<file path="src/rtl/uart_tx_arbiter.sv">
// Round-robin arbiter sharing one UART byte transmitter between NUM_REQ requesters.
// Optional packet lock: define UART_ARB_LOCK_EN to keep a requester's multi-byte packet contiguous.
module uart_tx_arbiter #(
    parameter int NUM_REQ      = 4,
    parameter int BUSY_TIMEOUT = 15
) (
    input  logic                   clock50,
    input  logic                   reset_n,
    input  logic [NUM_REQ-1:0]     req_valid,
    input  logic [NUM_REQ*8-1:0]   req_data,
    input  logic [NUM_REQ-1:0]     req_last,
    output logic [NUM_REQ-1:0]     req_ready,
    output logic [NUM_REQ-1:0]     grant,
    output logic                   tx_start,
    output logic [7:0]             tx_data,
    input  logic                   tx_busy,
    output logic                   tx_err
);

    localparam int PTR_W = $clog2(NUM_REQ);

    typedef enum logic [1:0] {
        S_IDLE,
        S_START,
        S_WAIT_BUSY,
        S_WAIT_DONE
    } state_t;

    state_t               state_q;
    logic [PTR_W-1:0]     ptr_q;
    logic [PTR_W-1:0]     win_q;
    logic [7:0]           cnt_q;
    logic [NUM_REQ-1:0]   grant_q;
    logic [NUM_REQ-1:0]   ready_q;
    logic                 start_q;
    logic [7:0]           data_q;
    logic                 err_q;

    logic [NUM_REQ-1:0]   elig;
    logic [NUM_REQ-1:0]   win_oh;
    logic [PTR_W-1:0]     win_idx;
    logic                 win_found;
    logic [7:0]           win_data;
    logic [PTR_W-1:0]     ptr_d;

`ifdef UART_ARB_LOCK_EN
    logic                 lock_q;
    logic                 last_q;
    logic [NUM_REQ-1:0]   own_mask;

    always_comb begin
        own_mask = '0;
        for (int i = 0; i < NUM_REQ; i++) begin
            own_mask[i] = (win_q == PTR_W'(i));
        end
    end
`else
    logic unused_last;
    assign unused_last = ^req_last;
`endif

    // Search from ptr upward; iterating in reverse lets the closest index win.
    always_comb begin
        int idx;
        idx       = 0;
        elig      = req_valid;
`ifdef UART_ARB_LOCK_EN
        if (lock_q) begin
            elig = req_valid & own_mask;
        end
`endif
        win_found = 1'b0;
        win_idx   = '0;
        for (int i = NUM_REQ - 1; i >= 0; i--) begin
            idx = int'(ptr_q) + i;
            if (idx >= NUM_REQ) begin
                idx = idx - NUM_REQ;
            end
            if (elig[idx[PTR_W-1:0]]) begin
                win_found = 1'b1;
                win_idx   = idx[PTR_W-1:0];
            end
        end
        win_oh   = '0;
        win_data = '0;
        for (int i = 0; i < NUM_REQ; i++) begin
            win_oh[i] = win_found && (win_idx == PTR_W'(i));
            if (win_oh[i]) begin
                win_data = req_data[8*i +: 8];
            end
        end
        ptr_d = (win_q == PTR_W'(NUM_REQ - 1)) ? '0 : win_q + PTR_W'(1);
    end

    always_ff @(posedge clock50) begin
        if (!reset_n) begin
            state_q <= S_IDLE;
            ptr_q   <= '0;
            win_q   <= '0;
            cnt_q   <= '0;
            grant_q <= '0;
            ready_q <= '0;
            start_q <= 1'b0;
            data_q  <= '0;
            err_q   <= 1'b0;
`ifdef UART_ARB_LOCK_EN
            lock_q  <= 1'b0;
            last_q  <= 1'b0;
`endif
        end else begin
            start_q <= 1'b0;
            ready_q <= '0;
            err_q   <= 1'b0;
            case (state_q)
                S_IDLE: begin
                    if (!tx_busy && win_found) begin
                        grant_q <= win_oh;
                        ready_q <= win_oh;
                        start_q <= 1'b1;
                        data_q  <= win_data;
                        win_q   <= win_idx;
`ifdef UART_ARB_LOCK_EN
                        last_q  <= req_last[win_idx];
`endif
                        state_q <= S_START;
                    end
                end
                S_START: begin
                    cnt_q   <= 8'(BUSY_TIMEOUT);
                    state_q <= S_WAIT_BUSY;
                end
                S_WAIT_BUSY: begin
                    if (tx_busy) begin
                        state_q <= S_WAIT_DONE;
                    end else if (cnt_q <= 8'd1) begin
                        err_q   <= 1'b1;
                        grant_q <= '0;
                        ptr_q   <= ptr_d;
`ifdef UART_ARB_LOCK_EN
                        lock_q  <= 1'b0;
`endif
                        state_q <= S_IDLE;
                    end else begin
                        cnt_q <= cnt_q - 8'd1;
                    end
                end
                S_WAIT_DONE: begin
                    if (!tx_busy) begin
                        grant_q <= '0;
                        state_q <= S_IDLE;
`ifdef UART_ARB_LOCK_EN
                        // A non-final byte keeps the owner; ptr only moves once the packet ends.
                        if (!last_q) begin
                            lock_q <= 1'b1;
                        end else begin
                            lock_q <= 1'b0;
                            ptr_q  <= ptr_d;
                        end
`else
                        ptr_q   <= ptr_d;
`endif
                    end
                end
                default: state_q <= S_IDLE;
            endcase
        end
    end

    assign req_ready = ready_q;
    assign grant     = grant_q;
    assign tx_start  = start_q;
    assign tx_data   = data_q;
    assign tx_err    = err_q;

endmodule
</file>
<file path="config.mk">
export PLATFORM = sky130hd
export DESIGN_NAME = uart_tx_arbiter
export DESIGN_NICKNAME = d
export VERILOG_FILES = /design/src/rtl/uart_tx_arbiter.sv
export SDC_FILE = /design/constraint.sdc
export NUM_CORES = 1
export LEC_CHECK = 0
export ABC_CLOCK_PERIOD_IN_PS = 3200
export BUFFER_PORTS_ARGS = -buffer_cell sky130_fd_sc_hd__buf_4
export CAP_MARGIN = 20
export CORE_ASPECT_RATIO = 1.75
export CORE_MARGIN = 3
export CORE_UTILIZATION = 30
export CTS_BUF_LIST = sky130_fd_sc_hd__clkbuf_4 sky130_fd_sc_hd__clkbuf_8
export DETAILED_ROUTE_END_ITERATION = 6
export HOLD_SLACK_MARGIN = 0.03
export SYNTH_ARGS = -nofsm -noshare
export SYNTH_HDL_FRONTEND = slang
export SYNTH_SLANG_ARGS = --single-unit
</file>
<file path="constraint.sdc">
create_clock -name clock50 -period 3.2 [get_ports clock50]
set_input_delay 0.64 -clock clock50 [delete_from_list [all_inputs] [get_ports clock50]]
set_output_delay 0.64 -clock clock50 [all_outputs]
set_load 0.01 [all_outputs]
</file>
== Word level (Yosys, flattened, before mapping) ==
Cells that the tools add are included.

* Memories kept: 0
* Latch bits: 0
* Bits of input ports: 43
* Bits in read-only memories: 0
* Register bits: 32
* Bits in writable memories: 0
* Output and inout port bits: 18

* Add/sub/neg operators: 9
* Equality and inequality tests: 13
* Order comparisons: 9
* $mul: 0
* Bitwise logic cells: 2
* Divide/modulo/power cells: 0
* Reductions and logical operators: 19
* Shifts and indexed selects: 0
* Mux-type cells: 44

{| class="wikitable"
|+ Operator list
! operator !! number
|-
| 8-bit 2-to-1 mux || 6
|-
| 2-bit 2-to-1 mux || 16
|-
| 4-bit 2-to-1 mux || 4
|-
| 8-bit case mux with 2 select lines || 1
|-
| 2-bit by 3-bit less-than comparator with 1-bit output (second input constant) || 4
|-
| 4-bit case mux with 3 select lines || 1
|-
| 2-bit == test (second input constant) || 5
|-
| 1-bit 2-to-1 mux || 10
|-
| 2-bit != test (second input constant) || 5
|-
| 3-bit greater-or-equal comparator (second input constant) || 3
|-
| 3-bit AND reduction || 3
|-
| 1-bit binary-select mux with 2-bit select || 4
|-
| 8-bit by 1-bit <= comparator with 1-bit output (second input constant) || 1
|-
| 2-bit case mux with 4 select lines || 1
|-
| 2-bit by 1-bit subtractor with 2-bit output (second input constant) || 4
|-
| 8-bit by 1-bit subtractor with 8-bit output (second input constant) || 1
|-
| 2-bit by 2-bit adder with 3-bit output (second input constant) || 2
|-
| 1-bit logical AND || 5
|-
| 5-bit AND reduction || 1
|-
| 2-bit by 1-bit == test with 1-bit output (second input constant) || 2
|-
| 2-bit zero test || 2
|-
| 2-bit case mux with 2 select lines || 1
|-
| 2-bit AND reduction || 2
|-
| 4-bit AND reduction || 1
|-
| 9 further kinds || 11
|}

== Logic depth before layout (Yosys ltp) ==
* Depth in word-level cells: 15
* Gate-level depth with buffers: 8

== Least setup slack after synthesis ==
Ideal clock, no wire load.

* Kind: input-to-reg
* Start point: input port tx_busy
* End point: register cnt_q[4]
* Required time: 3.084 ns
* Data arrival time: 1.794 ns
* Path slack: 1.291 ns
* Stages: 6
* Library setup time: 0.116 ns
* Buffers on the path: 1
* Path through: buf_2 > nand2b_4 > a311o_2 > or3_1 > xor2_1 > nor2_1

* Longest elaborated chain between the ends: 2

{| class="wikitable"
|+ Ends and longest elaborated chain
! element !! RTL line !! source
|-
| from (decl) || 16 || <nowiki>input logic tx_busy,</nowiki>
|-
| 2-bit != test (no line) || - ||
|-
| 3-bit AND reduction (no line) || - ||
|-
| to (signal assigned) || 129 || <nowiki>cnt_q <= 8'(BUSY_TIMEOUT);</nowiki>
|-
| to (signal assigned) || 144 || <nowiki>cnt_q <= cnt_q - 8'd1;</nowiki>
|-
| to (decl) || 32 || <nowiki>logic [7:0] cnt_q;</nowiki>
|}

Every way passes these cells.
A chain may end at the register's enable or synchronous reset.

== Worst setup path after layout ==
* Start point: register cnt_q[0]
* End point: register cnt_q[4]

* Longest elaborated chain between the ends: 4
* Elaborated cells between the ends (all ways): 7
* Classes of those cells: 1 x add/sub; 1 x order compare; 1 x eq/ne; 3 x mux; 1 x reduce/logical

{| class="wikitable"
|+ Ends and longest elaborated chain
! element !! RTL line !! source
|-
| 8-bit by 1-bit subtractor with 8-bit output || 144 ||
|-
| 8-bit 2-to-1 mux || 135 || <nowiki>end else if (cnt_q <= 8'd1) begin</nowiki>
|-
| 8-bit 2-to-1 mux || 133 || <nowiki>if (tx_busy) begin</nowiki>
|-
| 8-bit case mux with 2 select lines || 114 || <nowiki>case (state_q)</nowiki>
|}

Several ways; a longest one is shown, not always the timed one. The select of a mux whose other input is x is not followed.

==> run_results.csv <==
group,metric,value,unit
sta,slew-limit-headroom,56.64,%
place,gp_congestion,0.7709,
floorplanning,coreArea,5972,um^2
power_and_ir_drop,p_clk_share,30.1,%
power_and_ir_drop,comb_power_share,32.2,%
clock_tree,clk_pin_slew,0.07,ns
global_route,grt_use_total,14.67,%
detailed_routing,drtAntennaViolNets,0,
detailed_routing,drc,0,
sta,fmax,502.6,MHz
synthesis,yosys_warnings,0,
worst_hold_path,min_path_cells,2,
place,port_buffers,56,
synthesis,syn_inst,226,
clock_tree,cts_setup_buffers,0,
global_route,grt_pass1_wl,8245,um
power_and_ir_drop,p_int,0.0008893,W
clock_tree,clock_latency,0.29,ns
synthesis,ys_types,52,
clock_tree,cts_resized,0,
synthesis,ys_ff_latch,32,
finish,regArea,640.6,um^2
global_route,first_global_vias,1776,
synthesis,yosys-top-cells-count,"dfxtp_1, nand2_1, o21ai_0",
power_and_ir_drop,leakage,1.017,nW
finish,areaGrowthSynthToFinish,30.23,%
clock_tree,hold_buffers,0,
global_route,antenna_found_initial,0,
worst_setup_path,worstPathMaxFanout,5,
synthesis,synth_edf_count,0,
floorplanning,die_height,110.4,um
worst_setup_path,reg2reg_slack,1.21,ns
place,place_inst,347,
worst_hold_path,hp-class,"reg2reg",
worst_setup_path,crit_type,"reg2reg",
detailed_routing,vias_per_cell,5.017,
sta,hold_viol,0,
worst_setup_path,crit_required,3.38,ns
worst_setup_path,start_kind,"flop",
synthesis,yosys-top-cells-area,"dfxtp_1, ha_1, nand2_1, o21ai_0, a21oi_1",
finish,nFillCells,628,
synthesis,ys_seq_area_share,34.32,%
worst_hold_path,hold_path_end,"tx_data[0]",
floorplanning,row_count,37,
sta,skew,0.005240,ns
detailed_routing,drtPass1Iterations,4,
sta,finalCriticalPeriod,1.990,ns
synthesis,syn_nets,276,
detailed_routing,vias,1781,
power_and_ir_drop,vdd_drop_max,0.1980,mV
sta,setup_viol,0,
power_and_ir_drop,p_per_area,537.4,nW/um^2
detailed_routing,routedWlPerCell,14.41,um
finish,drive_gt1_share,26.71,%
detailed_routing,wirelength,5117,um
worst_setup_path,cp.arrival,2.17,ns
run_status,status,"complete, no violations",
global_route,grt_overflow,0,
place,hpwl,3843,um
finish,final_cells,355,
sta,tightest_slew,0.6479,ns
worst_setup_path,end_kind,"flop",
synthesis,postSynthAreaPerCell,8.260,um^2
clock_tree,tritoncts_num_sinks,32,
synthesis,ys.flop_type,"dfxtp_1",
finish,nNetsFinal,326,
sta,finalSetupTns,0,ns
synthesis,synth_most_common_cell,"dfxtp_1",
global_route,grt_max_degree,18,
floorplanning,die_width,65.63,um
synthesis,syn_area,1867,um^2
finish,n_antenna_cell,0,
floorplanning,start_util,31.26,%
worst_setup_path,r2r_start,"cnt_q[0]",
clock_tree,cts.path.max_buffers,2,
clock_tree,cts_tree,"yes",
worst_setup_path,crit_start,"cnt_q[0]",
power_and_ir_drop,swShare,31.93,%
detailed_routing,drt_iter0_markers,71,
power_and_ir_drop,pwr-share-seq,37.7,%
worst_setup_path,r2r_end,"cnt_q[4]",
clock_tree,cts-htree-levels,2,
floorplanning,dieArea,7243,um^2
finish,multi_input_area,1120,um^2
worst_hold_path,min-delay-start,"tx_data[0]",
worst_setup_path,reg2reg_depth,7,
clock_tree,clockRootBuffer,"clkbuf_8",
synthesis,synth_largest_type_area_fraction,34.32,%
sta,final.period_utilization,62.18,%
clock_tree,cts_made_buffers,5,
power_and_ir_drop,p_switching,0.0004172,W
sta,hold-worst-slack,0.4471,ns
sta,rsz0062_at_grt,"false",
job,max_cap_viol_count,0,
sta,drv_slew,0,
synthesis,async_flop_share,0,%
floorplanning,io_pins,61,
synthesis,yosys.area.top_type,"dfxtp_1",
==> power by group through the flow <==
| stage | Combinational (W) | Clock [W] | Sequential, W |
|---|---|---|---|
| 6_report | 0.000421 | 0.000393 | 0.000492 |
| 5_1_grt | 0.000471 | 0.000421 | 0.000499 |
| 4_1_cts | 0.000427 | 0.000402 | 0.000493 |
| 3_5_place_dp | 0.000422 | 0 | 0.000502 |
| 3_3_place_gp | 0.000418 | 0 | 0.000501 |
| 2_1_floorplan | 0.000280 | 0 | 0.000506 |
==> metal layers <==
layer | global-route usage [%] | vias to the layer above | routed length, um
li1 | - | 905 | -
met1 | 16.07 | 828 | 2057
met2 | 26.85 | 39 | 2807
met3 | 2.637 | 9 | 150
met4 | 6.528 | 0 | 101
met5 | 0 | - | 0
==> worst max path at each step <==
stage                   end  slack (ns)  cells after the start
3_3_place_gp   req_ready[0]        1.09                      6
4_1_cts            cnt_q[4]        1.21                      7
5_1_grt          tx_data[3]        1.01                      5
2_1_floorplan      cnt_q[4]        1.29                      6
6_report           cnt_q[4]        1.21                      7
3_5_place_dp     tx_data[3]        1.06                      6
==> state kept, by name (all words and copies together) (netlist names) <==
signal	cells
cnt_q	8
grant	4
ptr_q	2
req_ready	4
state_q	2
tx_data	8
tx_err	1
tx_start	1
win_q	2
==> area by class of cell <==
class                   instances  share of cell area [%]
clock inverters                 2                   1.441
flip-flops and latches         32                   26.35
clock buffers                   6                   3.139
multi-input cells             170                   46.06
repair buffers                 56                   17.29
inverters                      11                   1.698
well taps                      78                   4.014
==> metrics by stage <==
step | area [um^2] | utilization (%) | total power, W | worst slack, ns
2_1_floorplan | 1867 | - | 0.0007862 | 1.291
6_report | 2431 | 40.71 | 0.001306 | 1.210
3_3_place_gp | 2320 | 38.84 | 0.0009190 | 1.095
5_1_grt | 2431 | 40.71 | 0.001391 | 1.011
4_1_cts | 2431 | 40.71 | 0.001322 | 1.212
3_5_place_dp | 2320 | 38.84 | 0.0009240 | 1.064
==> cell families (layout without fill, tap and decap cells) <==
group                      Yosys count  after routing  share of synthesized area (%)
AOI/OAI and AO/OA                   72             72                          25.60
and+or+nand+nor                     79             79                          23.73
xor gates and xnor gates             7              7                          3.284
DFF                                 32             32                          34.32
muxes                                5              5                          2.681
buffers and inverters               24             75                          5.696
adders and majority gates            7              7                          4.691
==> worst max-delay path, stage by stage, from the launching register on <==
cell and delay [ns]:
dfxtp_1 0.39, inv_1 0.06, ha_1 0.21, or2_4 0.27, a311o_2 0.43, or3_1 0.33
xor2_1 0.14, nor2_1 0.05
==> placed cells by master, fill, tap and decap left out, types with 5 or more instances in the layout <==
cell type	count
o21ai_0	15
ha_1	7
dfxtp_1	32
a2111oi_0	7
a21oi_1	13
and2_1	10
clkbuf_8	5
nand3_1	8
o21ai_1	7
nor2_1	14
a21boi_0	7
buf_4	56
nand2_1	21
mux2i_1	5
nand2b_1	5
inv_1	10
Note: power is estimated with default switching activity, not from simulation.
